`src/rtl/io_wait_state_generator.sv`:
```
`timescale 1ns / 1ps
// ============================================================================
// io_wait_state_generator
// ----------------------------------------------------------------------------
// Purpose:
//   Stretches selected 8088 bus cycles for slow expansion I/O and memory.
//   A bus cycle is followed from ALE through the RD_N/WR_N strobe. When the
//   cycle was selected at ALE time, EXT_READY is pulled low for a fixed
//   number of CPU-clock rising edges and then released. EXT_READY feeds the
//   CPU ready synchronizer, which runs in this same system clock domain.
//
// Parameters:
//   IO_WAIT     - wait states inserted into selected I/O cycles (IO_OR_M=1)
//   MEM_WAIT    - wait states inserted into selected memory cycles
//   COUNT_WIDTH - wait counter width; both wait counts must fit in it
//
// Ports:
//   clock             in   system clock
//   reset             in   asynchronous, active-high reset
//   cpu_clock_posedge in   one-clock enable at each CPU clock rising edge
//   cpu_clock_negedge in   one-clock enable at each CPU clock falling edge
//                          (not needed here; kept for interface symmetry
//                          with the ready synchronizer)
//   ALE               in   address latch enable, active high
//   IO_OR_M           in   cycle type qualified at ALE (1=I/O, 0=memory)
//   SELECT            in   decoded slow-device select, qualified at ALE
//   RD_N              in   read strobe, active low
//   WR_N              in   write strobe, active low
//   INTA_N            in   interrupt acknowledge, active low
//   ENABLE            in   0 disables all wait insertion
//   EXT_READY         out  1 = no wait requested, 0 = hold the CPU (registered)
//   BUSY              out  1 while the cycle tracker is not idle
// ============================================================================
module io_wait_state_generator #(
    parameter int IO_WAIT     = 4,
    parameter int MEM_WAIT    = 1,
    parameter int COUNT_WIDTH = 4
) (
    input  logic clock,
    input  logic reset,
    input  logic cpu_clock_posedge,
    input  logic cpu_clock_negedge,
    input  logic ALE,
    input  logic IO_OR_M,
    input  logic SELECT,
    input  logic RD_N,
    input  logic WR_N,
    input  logic INTA_N,
    input  logic ENABLE,
    output logic EXT_READY,
    output logic BUSY
);

    // ------------------------------------------------------------------
    // State encoding
    // ------------------------------------------------------------------
    localparam logic [1:0] S_IDLE  = 2'd0;
    localparam logic [1:0] S_ARMED = 2'd1;
    localparam logic [1:0] S_WAIT  = 2'd2;
    localparam logic [1:0] S_DONE  = 2'd3;

    localparam logic [COUNT_WIDTH-1:0] C_IO_WAIT  = COUNT_WIDTH'(IO_WAIT);
    localparam logic [COUNT_WIDTH-1:0] C_MEM_WAIT = COUNT_WIDTH'(MEM_WAIT);
    localparam logic [COUNT_WIDTH-1:0] C_ZERO     = '0;
    localparam logic [COUNT_WIDTH-1:0] C_ONE      = COUNT_WIDTH'(1);

    // ------------------------------------------------------------------
    // Registers and their next-state values
    // ------------------------------------------------------------------
    logic [1:0]             r_state;
    logic [1:0]             w_state_next;
    logic [COUNT_WIDTH-1:0] r_count;
    logic [COUNT_WIDTH-1:0] w_count_next;
    logic                   r_type;
    logic                   w_type_next;
    logic                   r_sel;
    logic                   w_sel_next;
    logic                   r_ready;
    logic                   w_ready_next;

    // ------------------------------------------------------------------
    // Combinational helpers
    // ------------------------------------------------------------------
    logic                   w_strobe;
    logic                   w_sel_at_ale;
    logic [COUNT_WIDTH-1:0] w_load_val;
    logic                   w_unused_ok;

    assign w_strobe = ~RD_N | ~WR_N;

    // INTA cycles and a disabled block never qualify for waits; INTA ready
    // handling belongs to the ready synchronizer.
    assign w_sel_at_ale = SELECT & ENABLE & INTA_N;

    assign w_load_val = r_type ? C_IO_WAIT : C_MEM_WAIT;

    // The falling-edge enable has no role in this FSM.
    assign w_unused_ok = cpu_clock_negedge;

    // ------------------------------------------------------------------
    // Next-state logic
    // ------------------------------------------------------------------
    always_comb begin
        w_state_next = r_state;
        w_count_next = r_count;
        w_type_next  = r_type;
        w_sel_next   = r_sel;
        w_ready_next = r_ready;

        case (r_state)
            S_IDLE: begin
                w_ready_next = 1'b1;
                // ALE takes precedence over a simultaneous strobe; the
                // strobe is honoured from ARMED once ALE has dropped.
                if (ALE) begin
                    w_type_next  = IO_OR_M;
                    w_sel_next   = w_sel_at_ale;
                    w_state_next = S_ARMED;
                end
            end

            S_ARMED: begin
                if (ALE) begin
                    // Keep re-qualifying until ALE falls: the last value
                    // seen with ALE high describes the cycle.
                    w_type_next = IO_OR_M;
                    w_sel_next  = w_sel_at_ale;
                end else if (w_strobe) begin
                    if (!r_sel) begin
                        w_ready_next = 1'b1;
                        w_state_next = S_DONE;
                    end else if (w_load_val == C_ZERO) begin
                        w_count_next = C_ZERO;
                        w_ready_next = 1'b1;
                        w_state_next = S_DONE;
                    end else begin
                        // Ready drops on the same clock the strobe is seen.
                        w_count_next = w_load_val;
                        w_ready_next = 1'b0;
                        w_state_next = S_WAIT;
                    end
                end
            end

            S_WAIT: begin
                // ALE is deliberately ignored here.
                if (!w_strobe) begin
                    // Strobe vanished mid-wait: abandon the cycle.
                    w_count_next = C_ZERO;
                    w_ready_next = 1'b1;
                    w_state_next = S_IDLE;
                end else if (cpu_clock_posedge && (r_count != C_ZERO)) begin
                    w_count_next = r_count - C_ONE;
                    if (r_count == C_ONE) begin
                        w_ready_next = 1'b1;
                        w_state_next = S_DONE;
                    end
                end
            end

            S_DONE: begin
                w_ready_next = 1'b1;
                if (!w_strobe) begin
                    if (ALE) begin
                        // Back-to-back cycle: qualify the new one directly.
                        w_type_next  = IO_OR_M;
                        w_sel_next   = w_sel_at_ale;
                        w_state_next = S_ARMED;
                    end else begin
                        w_state_next = S_IDLE;
                    end
                end
            end

            default: begin
                w_count_next = C_ZERO;
                w_ready_next = 1'b1;
                w_state_next = S_IDLE;
            end
        endcase
    end

    // ------------------------------------------------------------------
    // State registers
    // ------------------------------------------------------------------
    always_ff @(posedge clock or posedge reset) begin
        if (reset) begin
            r_state <= S_IDLE;
            r_count <= C_ZERO;
            r_type  <= 1'b0;
            r_sel   <= 1'b0;
            r_ready <= 1'b1;
        end else begin
            r_state <= w_state_next;
            r_count <= w_count_next;
            r_type  <= w_type_next;
            r_sel   <= w_sel_next;
            r_ready <= w_ready_next;
        end
    end

    // ------------------------------------------------------------------
    // Outputs: both come straight from registers.
    // ------------------------------------------------------------------
    assign EXT_READY = r_ready;
    assign BUSY      = (r_state != S_IDLE);

endmodule

```
`config.mk`:
```
export PLATFORM = sky130hd
export DESIGN_NAME = io_wait_state_generator
export DESIGN_NICKNAME = d
export VERILOG_FILES = /design/src/rtl/io_wait_state_generator.sv
export SDC_FILE = /design/constraint.sdc
export NUM_CORES = 1
export LEC_CHECK = 0
export ABC_AREA = 1
export CAP_MARGIN = 20
export CORE_AREA = 5 5 42 44
export CTS_BUF_LIST = sky130_fd_sc_hd__clkbuf_8
export DETAILED_ROUTE_END_ITERATION = 7
export DIE_AREA = 0 0 47 49
export PLACE_DENSITY = 0.75
export SLEW_MARGIN = 5
export SYNTH_ARGS = -nofsm -noshare
export SYNTH_HDL_FRONTEND = slang
export SYNTH_SLANG_ARGS = --single-unit
```
`constraint.sdc`:
```
create_clock -name clock -period 2.35 [get_ports clock]
set_input_delay 0.3525 -clock clock [delete_from_list [all_inputs] [get_ports clock]]
set_output_delay 0.3525 -clock clock [all_outputs]
set_load 0.05 [all_outputs]
```
=== Word-level counts from Yosys, hierarchy flattened ===
Cells that the tools add are included.

* Flip-flop bits (word level): 9
* Input port bits: 11
* Output and inout port bits: 2
* Logic and storage cells: 68

* $add $sub $neg: 1
* Eq/ne operators: 11
* Mux-type cells: 33
* Bitwise operators: 5
* Reduce and logical (&&, ||, !) cells: 13

{| class="wikitable"
|+ Operators with widths
! operator !! count
|-
| $mux W4 || 5
|-
| $mux W1 || 14
|-
| $mux W2 || 7
|-
| $ne A2 B2 Y1 const B || 5
|-
| $pmux W2 S4 || 1
|-
| $pmux W4 S2 || 1
|-
| $mux W3 || 2
|-
| $ne A3 B3 Y1 const B || 2
|-
| $reduce_and A6 Y1 || 1
|-
| $reduce_bool A2 Y1 || 3
|-
| $reduce_and A5 Y1 || 1
|-
| $eq A2 B2 Y1 const B || 2
|-
| $eq A4 B1 Y1 const B || 1
|-
| $logic_not A4 Y1 || 1
|-
| $pmux W1 S2 || 2
|-
| $reduce_and A4 Y1 || 1
|-
| $reduce_bool A4 Y1 || 1
|-
| $reduce_or A2 Y1 || 2
|-
| $sub A4 B1 Y4 const B || 1
|-
| $pmux W1 S3 || 1
|-
| $and A1 B1 Y1 || 2
|-
| $eq A2 B1 Y1 const B || 1
|-
| $logic_not A2 Y1 || 1
|-
| $not A1 Y1 || 2
|-
| other kinds (3) || 3
|}

=== Depth between registers and ports, before layout ===
Gate-level depths: netlist of run 1.

* Word-level depth: 7
* Mapped depth: 10

=== Least setup slack after synthesis of run 1 ===
Ideal clock, no wire load.

* Path kind: reg2reg
* Start point: reg r_state[1]
* End point: reg r_state[1]
* Setup time: 0.117 ns
* Arrival time: 1.254 ns
* Required time: 2.233 ns
* Slack: 0.979 ns
* Stages on the path, launching flop included: 8
* Path buffers: 0
* Period minus slack after synthesis: 1.371 ns
* Cell sequence: dfrtp_1 nor2_1 inv_1 o21ai_0 nor2_2 nand2_2 nand2_1 nand2_1

* Longest elaborated chain between the ends: 3

{| class="wikitable"
|+ Ends and longest elaborated chain
! item !! line !! text
|-
| start, declared || 70 || <nowiki>logic [1:0] r_state;</nowiki>
|-
| start signal, assigned || 194 || <nowiki>r_state <= w_state_next;</nowiki>
|-
| $eq A2 B2 Y1 (tied with other cells) || 110 || <nowiki>case (r_state)</nowiki>
|-
| $ne A3 B3 Y1 (no line) or $ne A2 B2 Y1 (tied branches) || n/a ||
|-
| $reduce_and A6 Y1 (no line) || n/a ||
|}

Several ways; a longest one is shown, not always the timed one.
A chain may end at the register's enable or synchronous reset.

=== Worst setup path after layout of run 1 ===
* Start point: reg r_state[0]
* End point: out BUSY

* Longest elaborated chain between the ends: 1

{| class="wikitable"
|+ Ends and longest elaborated chain
! item !! line !! text
|-
| $reduce_bool A2 Y1 || 206 || <nowiki>assign BUSY = (r_state != S_IDLE);</nowiki>
|-
| end, declared || 51 || <nowiki>output logic BUSY</nowiki>
|}

Every way passes these cells.

==> results of run 1 <==
==> registers in the layout (all words and copies together) (netlist names) <==
signal and cells:
r_count 4, EXT_READY 1, r_sel 1, r_type 1, r_state 2
==> synthesized netlist by cell type <==
master and number:
o21ai_4 1, a21oi_1 1, o22ai_1 1, nand3_1 13
ha_1 2, nor2_2 2, inv_2 1, xnor2_1 1
dfstp_2 1, dfrtp_1 8, o21ai_0 6, nand2_2 6
nand2_1 26, nor2_1 8, inv_1 11
==> through the flow <==
| step | hold slack (ns) | power (mW) | worst slack [ns] |
|---|---|---|---|
| final | 0.387 | 1.05 | 0.390 |
| after global routing | 0.431 | 1.17 | 0.316 |
| after CTS | 0.398 | 1.06 | 0.388 |
| after detailed placement | 0.466 | 0.879 | 0.642 |
| after global placement | 0.459 | 0.867 | 0.650 |
| after floorplan | 0.180 | 0.751 | 0.979 |
==> where the power goes <==
part / internal, mW / switching [mW] / leakage [nW]
sequential: 0.234 / 0.0601 / 0.111
clock: 0.114 / 0.0593 / 0.0269
combinational: 0.218 / 0.362 / 0.260
total: 0.565 / 0.481 / 0.398
==> kinds of logic (layout without fill, tap and decap cells) <==
kind of cell               after synthesis  in the layout  share of synthesized area, %
xor gates and xnor gates                 1              1                          1.45
AOI/OAI and AO/OA                        9              9                          9.50
buffers and inverters                   12             27                          7.44
and+or+nand+nor                         55             55                          40.1
DFF                                      9              9                          37.4
adders and majority gates                2              2                          4.13
==> cell type report <==
type,instances,area share [%]
inverters,12,5.77
multi-input cells,67,42.8
clock buffers,3,5.29
well taps,16,2.56
repair buffers,11,14.1
flip-flops and latches,9,29.0
clock inverters,1,0.481
==> path summary, 6_finish.rpt <==
kind / endpoint / slack [ns] / cells past startpoint
setup / recovery: BUSY / 0.39 / 3
hold / removal: r_count[3] / 0.39 / 2
setup reg to reg: r_count[2] / 0.95 / 10
hold reg to reg: r_count[1] / 0.47 / 2
max in group asynchronous: EXT_READY / 1.66 / 2
min in group clock: r_count[1] / 0.47 / 2
==> per-layer routing <==
| layer | share of wire [%] | routed length, um |
|---|---|---|
| met1 | 49 | 571 |
| met4 | 4.2 | 49 |
| met2 | 42 | 495 |
| met5 | 0 | 0 |
| met3 | 4.8 | 56 |
==> results.cfg, run 1 <==
[outcome]
status = complete, no violations

[clock_network]
cts_made_buffers = 3
hold_buffers = 0
clkLatencyLatePin_ns = 0.23
cts.sinks = 9
ctsResizeCount = 0
root_buffer = clkbuf_8
cts_tree = done
clkTransAtPathRegs_ns = 0.04
h-tree-depth = 1
clockBufferDepth = 2
post-cts-setup-buffer-count = 0

[timing]
fin_crit_ns = 1.96
fmax_mhz = 510
drv_slew = 0
finalSetupViolCount = 0
finClkSkew_ns = 0.00246
finalCritPeriodShare_pct = 83.4
finalHoldViolCount = 0
slew-limit-headroom_pct = 67.2
rsz0062_at_grt = false
tns_ns = 0
tightest_slew_ns = 0.490

[die]
die_area_um2 = 2300
core_area_um2 = 1400
start_util_pct = 43.2
die_w_um = 47
std_cell_rows = 14
io_pins = 13
die_y_um = 49

[placement]
routabilityCongestion = 0.807
portBuffers = 11
hpwl_um = 933
dp.cells = 115
postPlaceCellArea_um2 = 736

[layout]
layout_common_cells = nand2_1 (26), nand3_1 (13), inv_1 (12), clkdlybuf4s50_1 (11)
utilization_pct = 55.7
drive_gt1_share_pct = 13.6
area_growth_pct = 28.9
fillers = 142
final_area_um2 = 781
regArea_um2 = 226
fin_nets = 117
layout.cells.most_common = nand2_1
multi_input_area_um2 = 334
antenna_cells = 0
fin_cells = 119

[yosys]
syn-cell-area_um2 = 606
yosysWarnings = 0
synth_area_leaders = dfrtp_1 (33%), nand2_1 (16%), nand3_1 (11%)
avgSynthCellArea_um2 = 6.88
synth_top_area_share_pct = 33.1
synthCells = 88
ys_seq_area_share_pct = 37.4
synth_seq_cells = 9
ys_types = 15
yosysTopAreaCell = dfrtp_1
postSynthNetCount = 101

[critical_path]
path_delay_family = buffers and inverters
crit_start = r_state[0]
slowest_stage = clkdlybuf4s50_1
crit_path_start_kind = register
crit_chain = nor2_1, inv_1, clkdlybuf4s50_1
slowest_delay_ns = 0.79
worstPathArrival_ns = 1.61
regToRegStartpoint = r_count[0]
critPathMaxFanout = 6
crit_type = register to output pin
crit_path_end_kind = output pin
crit_buf_inv = 2
crit_required_ns = 2.00

[grt]
grt_pass1_vias = 507
grtUsageTotal_pct = 12.5
busiest_layer = met2
grtUsageMet1_pct = 15.3
grt_max_degree = 10
grt_pass1_wl_um = 2000
use_met3_pct = 2.21
antenna_found_initial = 0
grt.overflow.total = 0
met2_usage_pct = 17.6

[routing]
first_iter_violations = 14
postRouteAntennaNets = 0
vias = 571
post_drt_wl_per_cell_um = 9.84
dr.pass1.iters = 4
routed_wl_um = 1170
drc = 0
viasPerCell = 4.80

[pwr]
ir_drop_uv = 646
power.leakage_nw = 0.398
power_density_nw_per_um2 = 1340

[hold_path]
hold_path_class = primary input to async pin

[run]
maxCapViolCount = 0
Power figures use the tool's default switching activity.
==> inputs of run 2 (changes only) <==
--- a/config.mk
+++ b/config.mk
@@ -7,11 +7,11 @@
 export LEC_CHECK = 0
 export ABC_AREA = 1
 export CAP_MARGIN = 20
-export CORE_AREA = 5 5 42 44
+export CORE_AREA = 5 5 43 45
 export CTS_BUF_LIST = sky130_fd_sc_hd__clkbuf_8
 export DETAILED_ROUTE_END_ITERATION = 7
-export DIE_AREA = 0 0 47 49
-export PLACE_DENSITY = 0.75
+export DIE_AREA = 0 0 48 50
+export PLACE_DENSITY = 0.74
 export SLEW_MARGIN = 5
 export SYNTH_ARGS = -nofsm -noshare
 export SYNTH_HDL_FRONTEND = slang
==> constraint.sdc (replaced) <==
create_clock -name clock -period 1.7 [get_ports clock]
set_input_delay 0.255 -clock clock [delete_from_list [all_inputs] [get_ports clock]]
set_output_delay 0.255 -clock clock [all_outputs]
set_load 0.05 [all_outputs]
==> run 2 against run 1 <==
  * Critical path depth is 7 higher
  * Design area is 0.96% higher
  * Clock power is 41% higher
  * Clock skew hardly changed
  * Routed wire length is 11% higher
  * Sequential cell count stayed put
  * Worst setup slack worse by 0.11 ns
  * Power is 44% higher
  * Count of clock-buffer cells in the layout stayed put
  * Via count is 8.1% higher
  * Critical path type is now register to register
  * Largest cell class unchanged
==> results.cfg, run 2 (same netlist as run 1, synthesis figures left out) <==
[critical_path]
r2r_cells = 10
crit_required_ns = 1.82
crit_path_end_kind = register
timing.rr.end = r_count[1]
ff2ff_setup_slack_ns = 0.28
critPathMaxFanout = 8
crit_path_start_kind = register
crit_path_end = r_count[1]
worstPathArrival_ns = 1.54
regToRegStartpoint = r_count[0]
crit_type = register to register
crit_start = r_count[0]

[layout]
antenna_cells = 0
biggestRegsByFlops = r_count: 4 flops, r_state: 2 flops
top_register = r_count
utilization_pct = 54.9
layout_common_cells = nand2_1 (26), nand3_1 (13), inv_1 (12), clkdlybuf4s50_1 (9)
layout.cells.most_common = nand2_1
area_growth_pct = 30.2
largest_reg_flops = 4
fin_nets = 117
drive_gt1_share_pct = 15.5

[clock_network]
cts_tree = done
root_buffer = clkbuf_8
clockBufferDepth = 2
cts_made_buffers = 3
clkLatencyLatePin_ns = 0.23
clkTransAtPathRegs_ns = 0.05
hold_buffers = 0
ctsResizeCount = 0
h-tree-depth = 1
post-cts-setup-buffer-count = 0
cts.sinks = 9

[timing]
fmax_mhz = 703
finalSetupViolCount = 0
drv_slew = 0
rsz0062_at_grt = false
finalHoldViolCount = 0
fin_crit_ns = 1.42
tns_ns = 0
tightest_slew_ns = 0.349
finalCritPeriodShare_pct = 83.7
slew-limit-headroom_pct = 76.7
finClkSkew_ns = 0.00292

[die]
die_y_um = 50
io_pins = 13
start_util_pct = 42.2
die_area_um2 = 2400
core_area_um2 = 1440
std_cell_rows = 14
die_w_um = 48

[pwr]
finalPower_mw = 1.51
pwr-share-comb_pct = 56.5
power_density_nw_per_um2 = 1910
power.leakage_nw = 0.405
power_switching_mw = 0.700
seqPwrFrac_pct = 27.3
internal-power_mw = 0.806
power.share.clock_pct = 16.2
ir_drop_uv = 638
p_sw_share_pct = 46.5

[hold_path]
hold_path_class = primary input to async pin

[placement]
routabilityCongestion = 0.835
hpwl_um = 980
portBuffers = 11

[routing]
dr.pass1.iters = 4
first_iter_violations = 24
post_drt_wl_per_cell_um = 10.9
postRouteAntennaNets = 0
vias = 617
drc = 0
routed_wl_um = 1300
viasPerCell = 5.18

[grt]
antenna_found_initial = 0
grt_pass1_wl_um = 2220
grt_pass1_vias = 559
grt.overflow.total = 0
grtUsageTotal_pct = 13.1
grt_max_degree = 10

[run]
maxCapViolCount = 0

[outcome]
status = complete, no violations
-- run 2: changes by cell type in the layout (fill, tap and decap cells not counted) --
cell | previous run | this run
clkdlybuf4s50_1 | 11 | 9
buf_12 | 0 | 1
buf_4 | 0 | 1
-- run 2: worst min-delay path by stage --
stage,to,slack [ns],cells after the start,start
finish,r_count[1],0.28,2,reset
global route,r_count[0],0.33,2,reset
CTS,r_count[1],0.30,2,reset
detailed placement,r_count[3],0.47,2,r_count[3]
global placement,r_count[1],0.46,2,r_count[1]
floorplan,r_count[0],0.08,1,reset
-- run 2: power groups by stage --
stage | clock (mW) | combinational, mW | sequential, mW
final | 0.244 | 0.851 | 0.412
after global routing | 0.261 | 0.964 | 0.428
after CTS | 0.249 | 0.855 | 0.410
after detailed placement | 0 | 0.842 | 0.413
after global placement | 0 | 0.826 | 0.406
after floorplan | 0 | 0.608 | 0.430
-- run 2: per-stage QoR --
stage | hold WS [ns] | worst slack [ns] | std cells | cell area, um^2
floorplan | 0.0822 | 0.329 | 88 | 606
global placement | 0.458 | 0.117 | 115 | 743
detailed placement | 0.466 | 0.0991 | 115 | 743
CTS | 0.299 | 0.254 | 119 | 788
global route | 0.329 | 0.0943 | 119 | 788
finish | 0.283 | 0.277 | 119 | 788
-- run 2: cell type report --
cell class | instances | area (um^2)
timing repair buffer | 11 | 118
tap | 16 | 20.0
clock buffer | 3 | 41.3
sequential | 9 | 226
clock inverter | 1 | 3.75
inverter | 12 | 45.0
fill | 145 | 648
multi-input combinational | 67 | 334
-- run 2: routing by layer --
metal | wire length (um) | part of all wire, % | GRT usage (%) | vias to the layer above
li1 | - | - | - | 308
met1 | 569 | 44 | 17.8 | 280
met5 | 0 | 0 | 0 | -
met3 | 112 | 8.6 | 3.27 | 5
met2 | 581 | 45 | 17.8 | 24
met4 | 36 | 2.8 | 8.07 | 0
-- run 2: critical path, stage by stage (launching register included) --
cell,delay [ns]
dfrtp_1,0.36
inv_1,0.08
ha_1,0.22
nand3_1,0.09
nand2_1,0.05
nand2_1,0.06
nand2_2,0.06
inv_2,0.14
nand2_2,0.10
nand2_1,0.07
nand2_1,0.06
==> inputs of run 3 (changes only) <==
--- a/config.mk
+++ b/config.mk
@@ -7,11 +7,11 @@
 export LEC_CHECK = 0
 export ABC_AREA = 1
 export CAP_MARGIN = 20
-export CORE_AREA = 5 5 43 45
+export CORE_AREA = 5 5 42 44
 export CTS_BUF_LIST = sky130_fd_sc_hd__clkbuf_8
 export DETAILED_ROUTE_END_ITERATION = 7
-export DIE_AREA = 0 0 48 50
-export PLACE_DENSITY = 0.74
+export DIE_AREA = 0 0 47 49
+export PLACE_DENSITY = 0.75
 export SLEW_MARGIN = 5
 export SYNTH_ARGS = -nofsm -noshare
 export SYNTH_HDL_FRONTEND = slang
==> constraint.sdc (replaced) <==
create_clock -name clock -period 1.31 [get_ports clock]
set_input_delay 0.1965 -clock clock [delete_from_list [all_inputs] [get_ports clock]]
set_output_delay 0.1965 -clock clock [all_outputs]
set_load 0.05 [all_outputs]
==> run 3 against run 2 <==
  * Sequential share of layout area decreased by 4.4 points
  * Clock power grew 33%
  * Design area up 19%
  * Critical endpoint is now r_state[1]
  * Largest cell class unchanged
  * Highest routed layer unchanged
==> results.cfg, run 3 (same netlist as run 1, synthesis figures left out) <==
[critical_path]
slowest_delay_ns = 0.42
r2r_cells = 9
crit_buf_inv = 2
crit_path_end_kind = register
critPathMaxFanout = 4
worstPathArrival_ns = 1.40
ff2ff_setup_slack_ns = 0.04
crit_type = register to register
path_delay_family = simple AND/OR/NAND/NOR gates
crit_path_start_kind = register
slowest_stage = dfrtp_1
cp.depth = 9
worst_path_most_repeated_cell = nand2_1
timing.rr.end = r_state[1]
crit_required_ns = 1.43
crit_chain = buf_4, nand2_1, inv_1, nand2_1, nand2_4, nor2_4, nand2_2, nand2_1, nand2_1
regToRegStartpoint = r_state[0]

[hold_path]
hold_path_class = primary input to async pin

[routing]
drc = 0
vias = 622
post_drt_wl_per_cell_um = 11.3
first_iter_violations = 8
postRouteAntennaNets = 0
viasPerCell = 4.86
dr.pass1.iters = 4
routed_wl_um = 1440

[clock_network]
cts_tree = done
hold_buffers = 0
clockBufferDepth = 2
clkTransAtPathRegs_ns = 0.05
cts.sinks = 9
h-tree-depth = 1
cts_made_buffers = 3
clkLatencyLatePin_ns = 0.24
root_buffer = clkbuf_8

[pwr]
power_density_nw_per_um2 = 2540
seqPwrFrac_pct = 23.1
pwr-share-comb_pct = 63.3
internal-power_mw = 1.29
ir_drop_uv = 1220
power.share.clock_pct = 13.6
power_switching_mw = 1.08
p_sw_share_pct = 45.5
power.leakage_nw = 0.457

[grt]
grt_pass1_vias = 591
grt_pass1_wl_um = 2330
grtUsageTotal_pct = 14.5
antenna_found_initial = 0
grt_max_degree = 10
grt.overflow.total = 0

[placement]
hpwl_um = 1060
pre_cts_ws_ns = -0.155
routabilityCongestion = 0.855
dp.cells = 123
portBuffers = 11

[layout]
layout_common_cells = nand2_1 (23), nand3_1 (12), clkdlybuf4s50_1 (9), buf_4 (9)
top_register = r_count
regArea_um2 = 228
multi_input_area_um2 = 397
fin_cells = 128
layout.cells.most_common = nand2_1
antenna_cells = 0
fin_nets = 126
largest_reg_flops = 4
utilization_pct = 66.7
fillers = 113
biggestRegsByFlops = r_count: 4 flops, r_state: 2 flops
drive_gt1_share_pct = 34.8
area_growth_pct = 54.3

[timing]
slew-limit-headroom_pct = 75.7
rsz0062_at_grt = true
finalCritPeriodShare_pct = 97.2
timing.final.ws_setup_ns = 0.0365
tightest_slew_ns = 0.365
finalHoldViolCount = 0
fmax_mhz = 785
finalSetupViolCount = 0
drv_slew = 0
fin_crit_ns = 1.27
finClkSkew_ns = 0.00368
tns_ns = 0

[die]
core_area_um2 = 1400
std_cell_rows = 14
die_w_um = 47
die_y_um = 49
start_util_pct = 43.2
io_pins = 13
die_area_um2 = 2300

[run]
maxCapViolCount = 0

[outcome]
status = complete, no violations
## run 3: worst register-to-register path, stage by stage (launching register included)
cell,delay (ns)
dfrtp_1,0.42
buf_4,0.17
nand2_1,0.05
inv_1,0.04
nand2_1,0.10
nand2_4,0.07
nor2_4,0.14
nand2_2,0.07
nand2_1,0.06
nand2_1,0.05
## run 3: area by class of cell
| class | instances | share of cell area [%] |
|---|---|---|
| Timing Repair Buffer | 20 | 21.2 |
| Tap cell | 16 | 2.14 |
| Clock buffer | 3 | 4.42 |
| Sequential cell | 9 | 24.4 |
| Clock inverter | 1 | 0.402 |
| Inverter | 12 | 5.09 |
| Multi-Input combinational cell | 67 | 42.4 |
## run 3: timing repair
action,CTS,global route
setup endpoints to repair,0,8
setup buffers,0,1
resized for setup,0,22
## run 3: per-stage QoR
stage | hold slack, ns | total power [mW] | area (um^2)
2_1_floorplan | 0.0237 | 1.35 | 606
3_3_place_gp | 0.458 | 1.77 | 816
3_5_place_dp | 0.465 | 1.81 | 816
4_1_cts | 0.238 | 2.14 | 861
5_1_grt | 0.277 | 2.58 | 935
6_report | 0.226 | 2.38 | 935
## run 3: worst max-delay path by stage
stage / startpoint / endpoint / slack, ns
after CTS: r_count[1] / r_count[2] / 0.005
after floorplan: r_count[0] / r_count[2] / 0.07
after detailed placement: WR_N / r_state[1] / -0.15
after global routing: r_count[1] / EXT_READY / -0.06
final: r_state[0] / r_state[1] / 0.04
after global placement: RD_N / r_count[2] / -0.14
## run 3: metal layers
layer | vias to the layer above | global-route usage [%] | part of all wire (%)
met5 | - | 0 | 0
met1 | 271 | 16.0 | 40
li1 | 327 | - | -
met3 | 5 | 4.43 | 5.3
met2 | 19 | 21.9 | 51
met4 | 0 | 11.1 | 3.5
## run 3: power by group through the flow
stage	combinational [mW]	clock, mW	sequential [mW]
floorplan	0.794	0	0.558
global placement	1.25	0	0.525
detailed placement	1.28	0	0.530
CTS	1.29	0.323	0.526
global route	1.67	0.341	0.569
finish	1.50	0.324	0.548
